**src/rtl/muldiv_hilo_ctrl.sv**
```systemverilog
// muldiv_hilo_ctrl: execute-stage controller for MULTU and the HI/LO registers.
// It launches the external iterative multiplier and interlocks the pipeline
// while a product is pending. It commits the 64-bit result into HI/LO and
// serves MFHI/MFLO/MTHI/MTLO.
module muldiv_hilo_ctrl #(
  parameter int TIMEOUT = 40,
  parameter int CNT_W   = 6
) (
  input  logic        clk,
  input  logic        reset,
  input  logic        ex_valid,
  input  logic [5:0]  ex_funct,
  input  logic [31:0] ex_rs_data,
  input  logic [31:0] ex_rt_data,
  output logic        stall,
  output logic [31:0] hilo_rdata,
  output logic        mul_start,
  output logic [31:0] mul_a,
  output logic [31:0] mul_b,
  input  logic        mul_done,
  input  logic [63:0] mul_product,
  output logic [31:0] hi,
  output logic [31:0] lo,
  output logic        busy,
  output logic        err
);

  localparam logic [5:0] FN_MULTU = 6'b011001;
  localparam logic [5:0] FN_MFHI  = 6'b010000;
  localparam logic [5:0] FN_MTHI  = 6'b010001;
  localparam logic [5:0] FN_MFLO  = 6'b010010;
  localparam logic [5:0] FN_MTLO  = 6'b010011;

  localparam logic [CNT_W-1:0] CNT_LAST = CNT_W'(TIMEOUT - 1);
  localparam logic [CNT_W-1:0] CNT_ONE  = CNT_W'(1);

  typedef enum logic [1:0] {
    ST_IDLE  = 2'd0,
    ST_START = 2'd1,
    ST_WAIT  = 2'd2
  } state_t;

  state_t           state_q, state_d;
  logic [31:0]      hi_q, hi_d;
  logic [31:0]      lo_q, lo_d;
  logic [31:0]      mul_a_q, mul_a_d;
  logic [31:0]      mul_b_q, mul_b_d;
  logic             mul_start_q, mul_start_d;
  logic             err_q, err_d;
  logic [CNT_W-1:0] cnt_q, cnt_d;

  logic isMultu;
  logic isMfhi;
  logic isMthi;
  logic isMflo;
  logic isMtlo;
  logic isHiloClass;
  logic isIdle;

  // Decode the EX instruction; only a valid instruction counts as HI/LO-class.
  always_comb begin
    isMultu     = ex_valid && (ex_funct == FN_MULTU);
    isMfhi      = ex_valid && (ex_funct == FN_MFHI);
    isMthi      = ex_valid && (ex_funct == FN_MTHI);
    isMflo      = ex_valid && (ex_funct == FN_MFLO);
    isMtlo      = ex_valid && (ex_funct == FN_MTLO);
    isHiloClass = isMultu || isMfhi || isMthi || isMflo || isMtlo;
    isIdle      = (state_q == ST_IDLE);
  end

  // Interlock and read port. A stalled MFHI/MFLO is re-presented once the
  // controller is idle, so its read sees the freshly committed HI/LO.
  always_comb begin
    stall      = isHiloClass && !isIdle;
    hilo_rdata = 32'd0;
    if (isMfhi) begin
      hilo_rdata = hi_q;
    end else if (isMflo) begin
      hilo_rdata = lo_q;
    end
  end

  // Next-state logic. HI/LO instructions take effect only in IDLE. mul_start
  // is set on the way into START, so its registered copy is high for exactly
  // the START cycle.
  always_comb begin
    state_d     = state_q;
    hi_d        = hi_q;
    lo_d        = lo_q;
    mul_a_d     = mul_a_q;
    mul_b_d     = mul_b_q;
    mul_start_d = 1'b0;
    err_d       = err_q;
    cnt_d       = cnt_q;
    case (state_q)
      ST_IDLE: begin
        if (isMultu) begin
          mul_a_d     = ex_rs_data;
          mul_b_d     = ex_rt_data;
          mul_start_d = 1'b1;
          state_d     = ST_START;
        end else if (isMthi) begin
          hi_d = ex_rs_data;
        end else if (isMtlo) begin
          lo_d = ex_rs_data;
        end
      end
      ST_START: begin
        cnt_d   = '0;
        state_d = ST_WAIT;
      end
      ST_WAIT: begin
        if (mul_done) begin
          hi_d    = mul_product[63:32];
          lo_d    = mul_product[31:0];
          state_d = ST_IDLE;
        end else if (cnt_q == CNT_LAST) begin
          err_d   = 1'b1;
          state_d = ST_IDLE;
        end else begin
          cnt_d = cnt_q + CNT_ONE;
        end
      end
      default: begin
        state_d = ST_IDLE;
      end
    endcase
  end

  // State register. Synchronous reset abandons any multiply in flight without
  // touching HI/LO beyond clearing them.
  always_ff @(posedge clk) begin
    if (reset) begin
      state_q     <= ST_IDLE;
      hi_q        <= 32'd0;
      lo_q        <= 32'd0;
      mul_a_q     <= 32'd0;
      mul_b_q     <= 32'd0;
      mul_start_q <= 1'b0;
      err_q       <= 1'b0;
      cnt_q       <= '0;
    end else begin
      state_q     <= state_d;
      hi_q        <= hi_d;
      lo_q        <= lo_d;
      mul_a_q     <= mul_a_d;
      mul_b_q     <= mul_b_d;
      mul_start_q <= mul_start_d;
      err_q       <= err_d;
      cnt_q       <= cnt_d;
    end
  end

  // Drive the outputs from the registered state.
  always_comb begin
    mul_start = mul_start_q;
    mul_a     = mul_a_q;
    mul_b     = mul_b_q;
    hi        = hi_q;
    lo        = lo_q;
    busy      = !isIdle;
    err       = err_q;
  end

endmodule

```
**config.mk**
```make
export PLATFORM = sky130hd
export DESIGN_NAME = muldiv_hilo_ctrl
export DESIGN_NICKNAME = d
export VERILOG_FILES = /design/src/rtl/muldiv_hilo_ctrl.sv
export SDC_FILE = /design/constraint.sdc
export NUM_CORES = 1
export LEC_CHECK = 0
export BUFFER_PORTS_ARGS = -buffer_cell sky130_fd_sc_hd__buf_2
export CORE_MARGIN = 5
export CORE_UTILIZATION = 46
export CTS_CLUSTER_SIZE = 40
export DETAILED_ROUTE_END_ITERATION = 7
export GPL_TIMING_DRIVEN = 0
export MAX_ROUTING_LAYER = met4
export PLACE_DENSITY_LB_ADDON = 0.2
export SYNTH_ARGS = -nofsm -noshare
export SYNTH_HDL_FRONTEND = slang
export SYNTH_SLANG_ARGS = --single-unit
```
**constraint.sdc**
```tcl
create_clock -name clk -period 2.06 [get_ports clk]
set_input_delay 0.206 -clock clk [delete_from_list [all_inputs] [get_ports clk]]
set_output_delay 0.206 -clock clk [all_outputs]
set_load 0.03 [all_outputs]
```
### Yosys cells after proc, flatten, opt, wreduce, memory -nomap -nowiden

Cells that the tools add are included.

| operators by class | value |
|---|---|
| equal/unequal tests | 17 |
| bitwise operators | 2 |
| multiplexer cells | 19 |
| add/subtract/negate cells | 1 |
| reductions and logical operators | 21 |

Operators with widths:

| cell | count |
|---|---|
| two-way mux 32 bit | 9 |
| one-hot mux 32 bit (2 select lines) | 2 |
| equality test 6 x 5 -> 1 bit (second input constant) | 5 |
| != test 2 bit (second input constant) | 8 |
| two-way mux 6 bit | 2 |
| one-hot mux 6 bit (2 select lines) | 1 |
| adder 6 x 1 -> 6 bit (second input constant) | 1 |
| equality test 6 bit (second input constant) | 1 |
| logical AND 1 bit | 6 |
| two-way mux 2 bit | 3 |
| one-hot mux 2 bit (3 select lines) | 1 |
| AND reduction 3 bit | 2 |
| AND reduction 5 bit | 1 |
| logical OR 1 bit | 4 |
| AND reduction 2 bit | 2 |
| AND reduction 4 bit | 1 |
| nonzero test 2 bit | 2 |
| != test 3 bit (second input constant) | 1 |
| equality test 2 x 1 -> 1 bit (second input constant) | 1 |
| equality test 2 bit (second input constant) | 1 |
| logical NOT 2 bit | 1 |
| inverter 1 bit | 2 |
| OR reduction 2 bit | 1 |
| logical NOT 1 bit | 1 |
| two-way mux 1 bit | 1 |

| storage, ports and cells | value |
|---|---|
| register bits | 138 |
| input bits | 138 |

### Depth between registers and ports, before layout

Gate-level depths: netlist (run 1).

| depth | value |
|---|---|
| depth after elaboration | 7 |
| gate-level depth with buffers | 7 |

### Worst setup path after synthesis (run 1)

Ideal clock, no wire load.

| timing | value |
|---|---|
| path type | in2out |
| start point | input port ex_funct[2] |
| end point | output port hilo_rdata[0] |
| buffers on the path | 2 |
| stages | 5 |
| data arrival time | 1.411 ns |
| setup slack | 0.443 ns |
| cell sequence | nor4bb_1 buf_2 nand3_1 clkbuf_1 nor2_1 |

| between the ends | value |
|---|---|
| word-level cells in the longest chain between the ends | 4 |
| elaborated cells on any way between the ends | 6 |

RTL lines:

| item | line | text |
|---|---|---|
| start, declared | 12 | `input logic [5:0] ex_funct,` |
| equality test 6 x 5 -> 1 bit | 65 | `isMflo = ex_valid && (ex_funct == FN_MFLO);` |
| logical AND 1 bit | 65 |  |
| two-way mux 32 bit | 78 | `end else if (isMflo) begin` |
| two-way mux 32 bit * | 76 | `if (isMfhi) begin` |
| end, declared | 16 | `output logic [31:0] hilo_rdata,` |

Mark *: on every way between the ends. The rest lies on a longest branch, timed or not.

### Worst setup path in the final report (run 1)

| timing | value |
|---|---|
| start point | input port ex_funct[1] |
| end point | output port hilo_rdata[1] |

Same word-level chain as after synthesis.

==> metrics.md, run 1 <==
| Metric | Value |
|---|---|
| Status | `completed` |
| WL final | `21170 µm` |
| Worst slew margin | `0.3627` |
| CTS tree | `built` |
| Worst-path clk slew | `around 0.060 ns` |
| Post-placement setup slack | `-0.09160 ns` |
| Initial antenna violation count | `0` |
| Clk_skew | `approximately 0.0051 ns` |
| DIE HEIGHT | `126.0 µm` |
| Routed vias/inst | `around 5.2` |
| FILL cells | `approximately 1200` |
| Pwr per Cell Area | `717.4 nW/µm²` |
| Antenna diodes | `0` |
| Layout cells sized above 1 | `0.3818` |
| I/O Pins | `slightly above 300` |
| Maximum VDD drop | `about 480 µV` |
| Worst setup path startpoint | `ex_funct[1]` |
| ANT nets after route | `0` |
| Worst hold path class | `input port to flip-flop` |
| Die area | `approximately 16000 µm²` |
| First-pass GRT wire length | `approximately 33000 µm` |
| Max-Cap Viols | `0` |
| Crit path top cell by count | `buf_2` |
| Largest net degree at the start of global routing | `17` |
| Setup-failing EPs final | `0` |
| Layout net count | `~1200` |
| CP top delay family | `buffers and inverters` |
| Final WS setup | `approximately 0.099 ns` |
| LEAKAGE | `~3.7 nW` |
| Slowest cell on the critical path | `buf_1` |
| Initial DRC count | `344` |
| Avg Cell Area, Syn | `a little under 9 µm²` |
| Worst Path Max Fanout | `10` |
| Critical Path End | `hilo_rdata[1]` |
| Critical path depth | `5` |
| Post-synthesis register bit count | `138` |
| FF-to-FF Start | `state_q[0]` |
| H-Tree Depth | `4` |
| Root buffer cell | `clkbuf_16` |
| Vias in the first global route | `between 6000 and 7000` |
| Synth cell types | `36` |
| CP peak stage delay | `between 0.7 and 0.8 ns` |
| Sink Count | `between 100 and 150` |
| RSZ-0062 raised after global routing | `no` |
| Crit path arrival time | `1.75 ns` |
| GRT Overall Usage | `0.2665` |
| Power Total | `a little over 6 mW` |
| DIE WIDTH | `126.0 µm` |
| First-pass DRT Iterations | `4` |
| # port buffers | `300` |
| TritonCTS Buffers | `17` |
| Clock latency on the worst-skew pair | `approximately 0.41 ns` |
| Max frequency | `around 510 MHz` |
| Reg2Reg Depth | `7` |
| Mapped Cells | `700` |
| Tmin final | `just under 2 ns` |
| CTS Buffer Depth | `2` |
| YS warnings | `0` |
| Reg2reg end | `hi[5]` |
| CP Buf/Inv Count | `3` |
| GPL Wtd Cong | `~0.86` |
| Cell Area, Synth | `~6200 µm²` |
| WL/cell | `around 18 µm` |
| Seq/Total Area, Yosys | `0.4460` |
| Crit path cell chain | `buf_2, buf_1, mux2i_1, nor2_1, buf_2` |
| Initial cell density of the core | `0.4678` |
| Crit. End Element | `primary output` |
| Slew @ Worst Pin | `between 0.9 and 1 ns` |
| FP Rows | `42` |
| Syn-to-layout area delta | `37.16%` |
| Detail Placement HPWL | `~16000 µm` |
| Crit path required time | `1.85 ns` |
| Period utilization | `0.9519` |
| Core ar. | `around 13000 µm²` |
| Critical path class | `input port to primary output` |
| Internal reg-to-reg setup slack | `~0.24 ns` |
| Syn_nets | `roughly 840` |
| DRC | `0` |
| Slew Viols, Final | `0` |
| Grt total ovfl | `0` |
| Fin. Hold Viols | `0` |
| Startpoint types | `input port` |
| Vias | `~6300` |
## layout by cell type (no fill, tap or decap), types with 2 or more instances in the layout
master     synthesis  final
bufinv_16          0      2
nand3_1            3      2
clkbuf_8           0      3
nand4_1            3      3
nor4bb_1           2      2
nor2_1           101    101
o21ai_0            2      2
clkinv_2           0      7
a32o_1             2      2
a21oi_1           69     69
buf_1              3      3
buf_4             21     21
inv_1              4      4
buf_6              3      3
clkbuf_16          0     17
dfxtp_1          138    138
mux2i_1           97     97
a211oi_1          36     36
clkbuf_1          24     25
and3_1             3      3
nand2_1          135    135
a211oi_2          28     28
buf_2              7    309
nand2b_1           3      3
## worst min-delay path: stages
cell	delay, ns
buf_2	0.09
nand2_1	0.05
a21oi_1	0.05
## sequential cells by signal (all words and copies together), names as in the netlist
name	cells
mul_start	1
err	1
cnt_q	6
mul_b	32
lo	32
hi	32
state_q	2
mul_a	32
## per-layer routing
metal / GRT usage / vias up / share of wire
met5: - / - / 0
met4: 0.09590 / 0 / 0.025
met3: 0.06901 / 35 / 0.076
met2: 0.4366 / 248 / 0.48
met1: 0.3174 / 2915 / 0.42
li1: - / 3055 / -
## worst min path at each step
stage	to	start	cells after the start
after floorplan	mul_a[0]	ex_rs_data[0]	2
after global placement	mul_b[20]	mul_b[20]	2
after detailed placement	mul_b[15]	mul_b[15]	2
after CTS	mul_b[16]	ex_rt_data[16]	3
after global routing	mul_b[28]	ex_rt_data[28]	3
final	mul_b[11]	ex_rt_data[11]	3
## cell type report
type / instances / area (µm²) / area share
Buffer: 58 / 330.3 / 0.03888
Clock buffer: 23 / 478.0 / 0.05625
Clock inverter: 9 / 95.09 / 0.01119
Inverter: 4 / 15.01 / 0.001767
Multi-Input combinational cell: 500 / 3094 / 0.3642
Sequential cell: 138 / 2763 / 0.3251
Tap cell: 176 / 220.2 / 0.02592
Timing Repair Buffer: 300 / 1501 / 0.1767
## power by group
| part | switching (mW) | total [mW] | internal, mW |
|---|---|---|---|
| clock | 1.11 | 2.97 | 1.86 |
| sequential | 0.0126 | 2.70 | 2.69 |
| combinational | 0.247 | 0.424 | 0.177 |
## synthesized netlist by cell type (all sizes together)
| cell type | count | area share |
|---|---|---|
| o22ai | 1 | 0.0010 |
| and2b | 1 | 0.0012 |
| o21ai | 2 | 0.0016 |
| and3 | 3 | 0.0030 |
| ha | 1 | 0.0020 |
| buf | 34 | 0.038 |
| and4 | 1 | 0.0014 |
| nor4b | 1 | 0.0038 |
| nor4bb | 2 | 0.0032 |
| or3 | 1 | 0.0010 |
| nand2b | 3 | 0.0030 |
| nand3 | 3 | 0.0024 |
| nand3b | 1 | 0.0012 |
| mux2i | 97 | 0.16 |
| nor3 | 1 | 0.00081 |
| a21oi | 69 | 0.056 |
| inv | 4 | 0.0024 |
| nand4 | 3 | 0.0030 |
| nand2 | 135 | 0.082 |
| a211oi | 64 | 0.10 |
| o311ai | 1 | 0.0014 |
| a22oi | 1 | 0.0012 |
| clkbuf | 24 | 0.015 |
| nor3b | 2 | 0.0032 |
| o211ai | 1 | 0.0012 |
| nor2 | 101 | 0.061 |
| or2 | 1 | 0.0010 |
| xor2 | 1 | 0.0014 |
| dfxtp | 138 | 0.45 |
| a32o | 2 | 0.0032 |
| nand4b | 1 | 0.0014 |
## timing repair
item / CTS / global route
resized for setup: 2 / 3
endpoints found under the setup margin: 3 / 57
setup buffers: 0 / 0
hold endpoints to repair: 0 / 0
hold buffers: 0 / 0
pin swaps: 0 / 0
## logic make-up after synthesis
kind of cell,count (synthesis),share of synthesized area
compound gates,141,0.1656
mux,97,0.1567
xor+xnor,1,0.001414
fa+ha+maj,1,0.002019
buf+inv,62,0.05534
flops,138,0.4460
simple gates,260,0.1729
## per-stage QoR
step	area (µm²)	util	TNS, ns	hold WS [ns]	cells
CTS	8492	0.6413	0	0.009203	1208
global route	8497	0.6416	0	0.02604	1208
detailed placement	7916	0.5978	-0.1156	0.4411	1176
finish	8497	0.6416	0	0.02931	1208
floorplan	6195	-	0	0.3465	700
global placement	7916	0.5978	-0.09697	0.4344	1176
(Power assumes the default switching activity.)
==> inputs of run 2 (changes only) <==
--- a/config.mk
+++ b/config.mk
@@ -11,7 +11,7 @@
 export CTS_CLUSTER_SIZE = 40
 export DETAILED_ROUTE_END_ITERATION = 7
 export GPL_TIMING_DRIVEN = 0
-export MAX_ROUTING_LAYER = met4
+export HOLD_SLACK_MARGIN = 0.03
 export PLACE_DENSITY_LB_ADDON = 0.2
 export SYNTH_ARGS = -nofsm -noshare
 export SYNTH_HDL_FRONTEND = slang
==> run 2 against run 1 <==
Combinational power rose by 11%. Wire length up 3.4%. Critical endpoint unchanged. Sequential power about the same. Critical path type unchanged. First-iteration DRC count rose by 3.8%. Largest cell class unchanged. Design area grew 3.4%. Die area is the same.
==> metrics.md, run 2 (synthesized netlist as in run 1, its figures left out) <==
| Metric | Value |
|---|---|
| DRC | `0` |
| Root buffer cell | `clkbuf_16` |
| Post-placement setup slack | `-0.09160 ns` |
| Reg2Reg Depth | `5` |
| CTS Buffer Depth | `2` |
| Clk_skew | `approximately 0.0056 ns` |
| GPL Wtd Cong | `0.8422` |
| Initial DRC count | `between 300 and 400` |
| Crit. End Element | `primary output` |
| Hold endpoint | `mul_a[18]` |
| FP Rows | `between 40 and 50` |
| CTS tree | `built` |
| Critical path class | `input port to primary output` |
| Final WS setup | `0.1028 ns` |
| Pwr per Cell Area | `roughly 700 nW/µm²` |
| Worst hold path class | `input port to flip-flop` |
| Worst slew margin | `0.3646` |
| Slew @ Worst Pin | `0.9531 ns` |
| First-pass DRT Iterations | `5` |
| Clock latency on the worst-skew pair | `roughly 0.42 ns` |
| Core ar. | `13240 µm²` |
| Antenna diodes | `0` |
| Commonest cells after routing, fill and taps aside | `buf_2, dfxtp_1, nand2_1` |
| FF-to-FF Start | `state_q[1]` |
| Slew Viols, Final | `0` |
| Status | `completed` |
| Grt total ovfl | `0` |
| Die area | `approximately 16000 µm²` |
| Hold path cells | `3` |
| FILL cells | `1159` |
| Detail Placement HPWL | `roughly 16000 µm` |
| Setup_tns | `0 ns` |
| Post-CTS Setup Bufs | `0` |
| Tmin final | `roughly 2.0 ns` |
| Worst-path clk slew | `around 0.060 ns` |
| Initial antenna violation count | `0` |
| Startpoint types | `input port` |
| GRT Overall Usage | `0.2681` |
| Crit path arrival time | `roughly 1.8 ns` |
| WL final | `21900 µm` |
| Setup-failing EPs final | `0` |
| First-pass GRT wire length | `approximately 34000 µm` |
| Vias in the first global route | `roughly 6400` |
| Period utilization | `0.9501` |
| DIE HEIGHT | `approximately 130 µm` |
| Initial cell density of the core | `0.4678` |
| Maximum VDD drop | `roughly 490 µV` |
| Layout net count | `between 1000 and 1500` |
| Reg area | `approximately 2800 µm²` |
| Max-Cap Viols | `0` |
| Reg2reg end | `hi[5]` |
| ANT nets after route | `0` |
| Crit path required time | `about 1.9 ns` |
| # port buffers | `300` |
| TritonCTS Buffers | `17` |
| Max frequency | `roughly 510 MHz` |
| H-Tree Depth | `4` |
| RSZ-0062 raised after global routing | `no` |
| Area occupied by multi-input gates | `a little over 3000 µm²` |
| LEAKAGE | `between 3 and 4 nW` |
| DIE WIDTH | `126.0 µm` |
| Hold Crit Start | `ex_rs_data[18]` |
| Syn-to-layout area delta | `41.85%` |
| Sink Count | `roughly 140` |
| Worst Path Max Fanout | `10` |
| Fin. Hold Viols | `0` |
| I/O Pins | `302` |
| WL/cell | `17.70 µm` |
| Commonest non-fill, non-tap cell in the layout | `buf_2` |
| Largest net degree at the start of global routing | `17` |
| Vias | `between 6000 and 7000` |
| Routed vias/inst | `around 5.2` |
| Internal reg-to-reg setup slack | `between 0.2 and 0.3 ns` |
| Layout cells sized above 1 | `0.3713` |
[run 2: changes by cell type in the layout (fill, tap and decap cells not counted)]
cell	previous run	this run
dlygate4sd3_1	0	29
[run 2: stage by stage]
stage | utilization | hold slack, ns | instances | area [µm²] | power [mW]
floorplan | - | 0.3465 | 700 | 6195 | 2.954
global placement | 0.5978 | 0.4344 | 1176 | 7916 | 3.175
detailed placement | 0.5978 | 0.4411 | 1176 | 7916 | 3.178
CTS | 0.6632 | 0.03283 | 1237 | 8782 | 6.177
global route | 0.6635 | 0.04886 | 1237 | 8787 | 6.349
finish | 0.6635 | 0.05133 | 1237 | 8787 | 6.140
[run 2: worst max-delay path: stages]
cell	delay (ns)
buf_2	0.23
buf_1	0.75
mux2i_1	0.16
nor2_1	0.17
buf_2	0.22
[run 2: layer usage]
layer  vias up  GRT usage  part of all wire
met5         -          0                 0
met4         0     0.1155             0.034
met3        50    0.08891             0.090
met2       284     0.4513              0.48
met1      2990     0.3118              0.40
li1       3106          -                 -
[run 2: layout make-up]
cell class              instances  share of cell area
plain buffers                  58             0.03759
clock buffers                  23             0.05439
clock inverters                 9             0.01082
inverters                       4            0.001709
multi-input cells             500              0.3521
flip-flops and latches        138              0.3144
well taps                     176             0.02506
repair buffers                329              0.2039
[run 2: what timing repair did]
action	in CTS	in global routing
gates resized for setup	2	3
cloned	0	0
hold buffers	29	0
hold endpoints to repair	29	0
endpoints found under the setup margin	3	61
[run 2: worst max path at each step]
stage / start / to / slack (ns) / cells after the start
finish: ex_funct[1] / hilo_rdata[1] / 0.10 / 5
global route: ex_funct[2] / hilo_rdata[1] / 0.004 / 7
CTS: ex_funct[2] / hilo_rdata[1] / 0.00008 / 7
detailed placement: ex_funct[2] / hilo_rdata[1] / -0.09 / 7
global placement: ex_funct[2] / hilo_rdata[1] / -0.1 / 7
floorplan: ex_funct[2] / hilo_rdata[0] / 0.44 / 5
[run 2: report_power, final]
part	internal, mW	switching (mW)
sequential	2.69	0.0127
clock	1.86	1.11
combinational	0.213	0.257
